==> config.mk <==
export PLATFORM = sky130hd
export DESIGN_NAME = hazard_unit
export DESIGN_NICKNAME = d
export VERILOG_FILES = /design/src/rtl/hazard_pkg.sv /design/src/rtl/hazard_compare.sv /design/src/rtl/hazard_unit.sv
export SDC_FILE = /design/constraint.sdc
export NUM_CORES = 1
export LEC_CHECK = 0
export ABC_AREA = 0
export CORE_ASPECT_RATIO = 0.5
export CORE_MARGIN = 2
export CORE_UTILIZATION = 40
export CTS_CLUSTER_SIZE = 20
export DETAILED_ROUTE_END_ITERATION = 16
export PLACE_DENSITY = 0.67
export RECOVER_POWER = 100
export SLEW_MARGIN = 20
export SYNTH_ARGS = -nofsm -noshare
export SYNTH_HDL_FRONTEND = slang
export SYNTH_HIERARCHICAL = 1
export SYNTH_SLANG_ARGS = --single-unit
==> constraint.sdc <==
create_clock -name i_clk -period 4.85 [get_ports i_clk]
set_input_delay 0.7275 -clock i_clk [delete_from_list [all_inputs] [get_ports i_clk]]
set_output_delay 0.7275 -clock i_clk [all_outputs]
set_load 0.02 [all_outputs]
==> src/rtl/hazard_pkg.sv <==
// Shared definitions for hazard detection: RV32I opcodes, slot record layouts and
// hazard_op bit positions (also consumed by the forward unit).
package hazard_pkg;

    localparam logic [6:0] OP_LUI    = 7'b0110111;
    localparam logic [6:0] OP_AUIPC  = 7'b0010111;
    localparam logic [6:0] OP_JAL    = 7'b1101111;
    localparam logic [6:0] OP_JALR   = 7'b1100111;
    localparam logic [6:0] OP_BRANCH = 7'b1100011;
    localparam logic [6:0] OP_LOAD   = 7'b0000011;
    localparam logic [6:0] OP_STORE  = 7'b0100011;
    localparam logic [6:0] OP_IMM    = 7'b0010011;
    localparam logic [6:0] OP_REG    = 7'b0110011;

    localparam int unsigned HOP_RS1 = 0;
    localparam int unsigned HOP_RS2 = 1;

    typedef struct packed {
        logic       valid;
        logic [4:0] rs1;
        logic [4:0] rs2;
        logic       uses_rs1;
        logic       uses_rs2;
        logic [4:0] rd;
        logic       reg_write;
    } ex_slot_t;

    typedef struct packed {
        logic       valid;
        logic [4:0] rd;
        logic       reg_write;
    } mem_slot_t;

    function automatic mem_slot_t ex_to_mem(input ex_slot_t ex);
        mem_slot_t m;
        m.valid     = ex.valid;
        m.rd        = ex.rd;
        m.reg_write = ex.reg_write;
        return m;
    endfunction

endpackage

==> src/rtl/hazard_compare.sv <==
// Matches one consumer source index against the MEM-stage destination,
// gated by consumer/producer validity and excluding x0.
module hazard_compare
    import hazard_pkg::*;
(
    input  logic       i_src_valid,
    input  logic       i_uses,
    input  logic [4:0] i_src,
    input  mem_slot_t  i_mem,
    output logic       o_match
);

    assign o_match = i_src_valid && i_uses && i_mem.valid && i_mem.reg_write
                     && (i_mem.rd != 5'd0) && (i_mem.rd == i_src);

endmodule

==> src/rtl/hazard_unit.sv <==
// Hazard detection for the five-stage pipeline: MEM->EX forward requests,
// one-cycle IF/ID stall on distance-2 dependencies, flush/freeze handling, stall counter.
module hazard_unit
    import hazard_pkg::*;
#(
    parameter int unsigned XLEN = 32
) (
    input  logic            i_clk,
    input  logic            i_reset,
    input  logic            i_id_valid,
    input  logic [6:0]      i_id_opcode,
    input  logic [4:0]      i_id_rs1,
    input  logic [4:0]      i_id_rs2,
    input  logic            i_id_uses_rs1,
    input  logic            i_id_uses_rs2,
    input  logic [4:0]      i_id_rd,
    input  logic            i_id_reg_write,
    input  logic            i_flush,
    input  logic            i_mem_busy,
    output logic [1:0]      o_hazard_op,
    output logic            o_stall,
    output logic            o_bubble,
    output logic [XLEN-1:0] o_stall_count
);

    ex_slot_t        r_ex;
    ex_slot_t        w_ex_next;
    mem_slot_t       r_mem;
    mem_slot_t       w_mem_next;
    logic [XLEN-1:0] r_count;
    logic [XLEN-1:0] w_count_next;

    logic w_ex_m1;
    logic w_ex_m2;
    logic w_id_m1;
    logic w_id_m2;
    logic w_stall;
    logic w_unused_opcode;

    // Write intent arrives pre-decoded on i_id_reg_write; the opcode is not needed here.
    assign w_unused_opcode = ^i_id_opcode;

    hazard_compare u_cmp_ex_rs1 (
        .i_src_valid (r_ex.valid),
        .i_uses      (r_ex.uses_rs1),
        .i_src       (r_ex.rs1),
        .i_mem       (r_mem),
        .o_match     (w_ex_m1)
    );

    hazard_compare u_cmp_ex_rs2 (
        .i_src_valid (r_ex.valid),
        .i_uses      (r_ex.uses_rs2),
        .i_src       (r_ex.rs2),
        .i_mem       (r_mem),
        .o_match     (w_ex_m2)
    );

    hazard_compare u_cmp_id_rs1 (
        .i_src_valid (i_id_valid),
        .i_uses      (i_id_uses_rs1),
        .i_src       (i_id_rs1),
        .i_mem       (r_mem),
        .o_match     (w_id_m1)
    );

    hazard_compare u_cmp_id_rs2 (
        .i_src_valid (i_id_valid),
        .i_uses      (i_id_uses_rs2),
        .i_src       (i_id_rs2),
        .i_mem       (r_mem),
        .o_match     (w_id_m2)
    );

    // The producer in MEM will be in WB when the ID consumer would reach EX.
    assign w_stall = (w_id_m1 || w_id_m2) && !i_flush && !i_mem_busy;

    always_comb begin
        o_hazard_op          = 2'b00;
        o_hazard_op[HOP_RS1] = w_ex_m1;
        o_hazard_op[HOP_RS2] = w_ex_m2;
    end

    assign o_stall       = w_stall;
    assign o_bubble      = w_stall;
    assign o_stall_count = r_count;

    always_comb begin
        w_ex_next    = r_ex;
        w_mem_next   = r_mem;
        w_count_next = r_count;
        if (!i_mem_busy) begin
            w_mem_next = ex_to_mem(r_ex);
            if (i_flush || w_stall) begin
                w_ex_next = '0;
            end else begin
                w_ex_next = '{valid:     i_id_valid,
                              rs1:       i_id_rs1,
                              rs2:       i_id_rs2,
                              uses_rs1:  i_id_uses_rs1,
                              uses_rs2:  i_id_uses_rs2,
                              rd:        i_id_rd,
                              reg_write: i_id_reg_write};
            end
            if (w_stall && (r_count != '1)) begin
                w_count_next = r_count + XLEN'(1);
            end
        end
    end

    always_ff @(posedge i_clk or posedge i_reset) begin
        if (i_reset) begin
            r_ex    <= '0;
            r_mem   <= '0;
            r_count <= '0;
        end else begin
            r_ex    <= w_ex_next;
            r_mem   <= w_mem_next;
            r_count <= w_count_next;
        end
    end

endmodule

-- Word-level counts from Yosys, hierarchy flattened
Cells that the tools add are included.
- equal/unequal tests: 5
- add/subtract/negate cells: 1
- mux-type cells: 1
- reductions and logical operators: 29
- bitwise logic cells: 1
- operators with widths (cell ; number):
    $add A32 B1 Y32 const B ; 1
    $ne A32 B32 Y1 const B ; 1
    $logic_and A1 B1 Y1 ; 23
    $eq A5 B5 Y1 ; 4
    $mux W19 ; 1
    $reduce_bool A5 Y1 ; 1
    $logic_not A1 Y1 ; 2
    $logic_or A1 B1 Y1 ; 2
    $reduce_and A2 Y1 ; 1
    $not A1 Y1 ; 1
- output and inout bits: 36
- bits of input ports: 30
- word-level logic and storage cells: 48
- flip-flop bits (word level): 58

-- Depth between registers and ports, before layout
- depth in word-level cells: 10
- gate-level depth with buffers: 8
- depth with buffers taken out: 7

-- Modules after synthesis
The synthesis kept the hierarchy.
- by module, submodules not included (module ; sequential area each (µm²) ; instances ; cells each ; area an instance (µm²)):
    hazard_unit ; 1451.4 ; 1 ; 209 ; 2499.9
    hazard_compare ; 0.0 ; 4 ; 10 ; 80.1

-- Worst setup path after synthesis
Ideal clock, no wire load.
- path type: input -> output
- start: in i_id_rs2[0]
- end: out o_stall
- stages on the path: 6
- data arrival time: 1975 ps
- slack: 2148 ps
- required time: 4123 ps
- path through: xnor2_1 -> nand4_1 -> a2111oi_2 -> o21ai_1 -> inv_1 -> buf_4
- longest elaborated chain between the ends: 5
- RTL lines (what ; line ; text):
    start, declared ; hazard_unit.sv:13 ; input logic [4:0] i_id_rs2,
    $eq A5 B5 Y1 ; hazard_compare.sv:14 ; && (i_mem.rd != 5'd0) && (i_mem.rd == i_src);
    $logic_and A1 B1 Y1 ; hazard_compare.sv:14 ;
    named net w_id_m2 ; hazard_unit.sv:36 ; logic w_id_m2;
    $logic_or A1 B1 Y1 ; hazard_unit.sv:76 ; assign w_stall = (w_id_m1 || w_id_m2) && !i_flush && !i_mem_busy;
    $logic_and A1 B1 Y1 (2 in series) ; hazard_unit.sv:76 ;
    end, declared ; hazard_unit.sv:21 ; output logic o_stall,
The timed path passes the listed nets, and every way through them passes these cells.

-- Worst setup path in the final report
- start: in i_mem_busy
- end: out o_bubble
- longest elaborated chain between the ends: 2
- RTL lines (what ; line ; text):
    start, declared ; hazard_unit.sv:19 ; input logic i_mem_busy,
    $logic_not A1 Y1 ; -- ;
    $logic_and A1 B1 Y1 ; hazard_unit.sv:76 ;
    end, declared ; hazard_unit.sv:22 ; output logic o_bubble,
Every way passes these cells.

==> metrics.txt <==
Synth Area in XOR/XNOR=0.1553; initial antenna violation count=0; Post-Synthesis Cells=249; share of layout cells above drive strength 1=0.09148; total negative slack=0 ns; count leader, synth=dfrtp_1; CTS Buf Count=9; endpoints failing hold=0; GR Util met3=0.07246; Clock Power Share=0.471; Post-synth EDFFs=0; Fillers=582; most frequent cells after synthesis=dfrtp_1, xnor2_1, xor2_1; grt met1 use=0.2186; Rel. slew slack=0.1715; I/O pin count=66; met2 Usage GRT=0.2776; leakage power=1.694 nW; largest area contributor in the netlist=dfrtp_1; gr ovfl total=0; mux share of post-synthesis cell area=0.02795; CP max FO=28; Post-DRT Antenna Nets=0; clk root buf=clkbuf_16; global route hottest layer=met2; crit share post-route=0.8271; Final Max Tran Viols=0; RSZ-0062 raised after global routing=no; CP required=4.12 ns; routability cong.=0.8071; Nets=343; net count after synthesis=280; switching part of the total=0.2307; Seq cells post-synth=58; Max Clk Rate=0.2493 GHz; Arr. time, crit path=3.28 ns; die height=63.38 um; Netlist Area Pre-Place=2820 um2; Yosys warning count=6; post-CTS setup buffers=0; Yosys cell types=28; Clock Pin Slew Worst Setup and Hold Paths=0.05 ns; largest net degree at the start of global routing=59; Worst-Skew Late Latency=0.32 ns; kind of critical path=primary input to output pin; Iter 0 DRT Violations=133; die area=7779 um2; starting density of the core=0.4176; DRC viols=0; Seq pwr share=0.447; Worst Hold Class=flop to flop; Max-Cap Viols=0; PD cells=319.0 nW/um2; PortBufs=58; Final Skew=0.005701 ns; Die W=122.7 um; Adder-Cell Fraction of Synth Area=0.004437; Multi-input gate area=1272 um2; Synth area leaders=dfrtp_1, xnor2_1, xor2_1; Post-Synth Simple-Gate Area=0.1815; Max IR drop VDD=173.7 uV; Seq/Total Area, Yosys=0.5146; Overall Global Routing Usage=0.1759; ys async rst share=1.000; Gate power share=0.082; global-route wire length before repair=10520 um; placed inst area=3488 um2; WL/cell=15.22 um; worst hold slack=0.4971 ns; Antenna diodes=0; Hold-fix buffers, CTS=0; Pre-antenna DRT Iters=4; area delta synth->final=31.99%; critical path endpoint category=output pin; Vias per Instance=5.210; row count=21; post-synthesis compound-gate area fraction=0.09051; CTS Buffer Depth=2; status=completed; Int Pwr=0.0009135 W; top-area cell type share of the netlist area=0.5146; Synth Flop Type=dfrtp_1; utilization after layout=0.5512; H-tree Lvls=3; CTS resizes=0; HPWL after DPL=4318 um; Core Area=6753 um2; syn_area_per_cell=11.33 um2; Vias=2131; WL final=6224 um; clk sink count=58; Final Cell Area=3722 um2; clock period minus worst slack=4.011 ns; worst-margin pin slew=1.243 ns; largest family of logic cells by synthesized area=simple AND/OR/NAND/NOR gates; Design Power=0.001187 W; CP Launch Type=primary input; Net Switching=0.0002739 W; Final setup viols=0; register area=1451 um2; TritonCTS clock tree=yes; number of global-route vias before repair=2163
[area by class of cell]
type	count	area share
multi-input combinational	176	0.3418
sequential	58	0.3899
clock buffer	13	0.06723
timing repair buffer	61	0.1600
tap	92	0.03092
inverter	6	0.006050
clock inverter	3	0.004034
[cells in the final DEF (no fill, tap or decap), drive strengths merged, types with 2 or more instances in the layout]
cell type,count
xnor2,29
inv,5
and3,2
clkdlybuf4s50,22
mux2,7
a21oi,2
and4,2
clkinv,4
clkbuf,15
nand3,10
nor3,17
nor4,8
nor2,11
xor2,21
nand4,21
a2111oi,4
nand2,17
dlygate4sd3,36
a22o,19
dfrtp,58
[kinds of logic after synthesis]
group | Yosys count
xor+xnor | 50
simple gates | 90
compound gates | 28
fa+ha+maj | 1
buf+inv | 15
mux | 7
flops | 58
[worst max-delay path, cell delays in order]
cell and delay [ns]:
dlygate4sd3_1 0.52, clkbuf_1 0.91, nor2_1 0.10, o21ai_0 0.32, inv_1 0.13, clkdlybuf4s50_1 0.57
[metrics by stage]
step	worst slack, ns	instances
floorplan	2.148	249
global placement	1.119	393
detailed placement	1.078	393
CTS	1.075	409
global route	0.5471	409
finish	0.8388	409
[flip-flops by register name, indices dropped and copies added (netlist names)]
name	cells
r_ex	19
r_mem	7
o_stall_count	32
[worst paths after layout]
path | start | endpoint | slack [ns] | cells after the start
worst max-delay path | i_mem_busy | o_bubble | 0.84 | 6
max in group asynchronous | i_reset | o_stall_count[11] | 3.31 | 3
min in group asynchronous | i_reset | r_mem[5] | 1.06 | 3
worst min register to register | o_stall_count[23] | o_stall_count[23] | 0.50 | 1
worst min-delay path | o_stall_count[23] | o_stall_count[23] | 0.50 | 1
worst max register to register | r_mem[1] | o_stall_count[26] | 1.91 | 7
[power by group through the flow]
| stage | clock network [W] | logic [W] | registers (W) |
|---|---|---|---|
| 2_1_floorplan | 0 | 0.0000664 | 0.000531 |
| 3_3_place_gp | 0 | 0.0000969 | 0.000536 |
| 3_5_place_dp | 0 | 0.0000995 | 0.000538 |
| 4_1_cts | 0.000573 | 0.000100 | 0.000530 |
| 5_1_grt | 0.000602 | 0.000108 | 0.000533 |
| 6_report | 0.000559 | 0.0000978 | 0.000531 |
[routing by layer]
layer,part of all wire,vias up
met1,0.47,1052
met3,0.040,10
met2,0.48,34
met5,0,-
li1,-,1035
met4,0.016,0
Power figures use the tool's default switching activity.
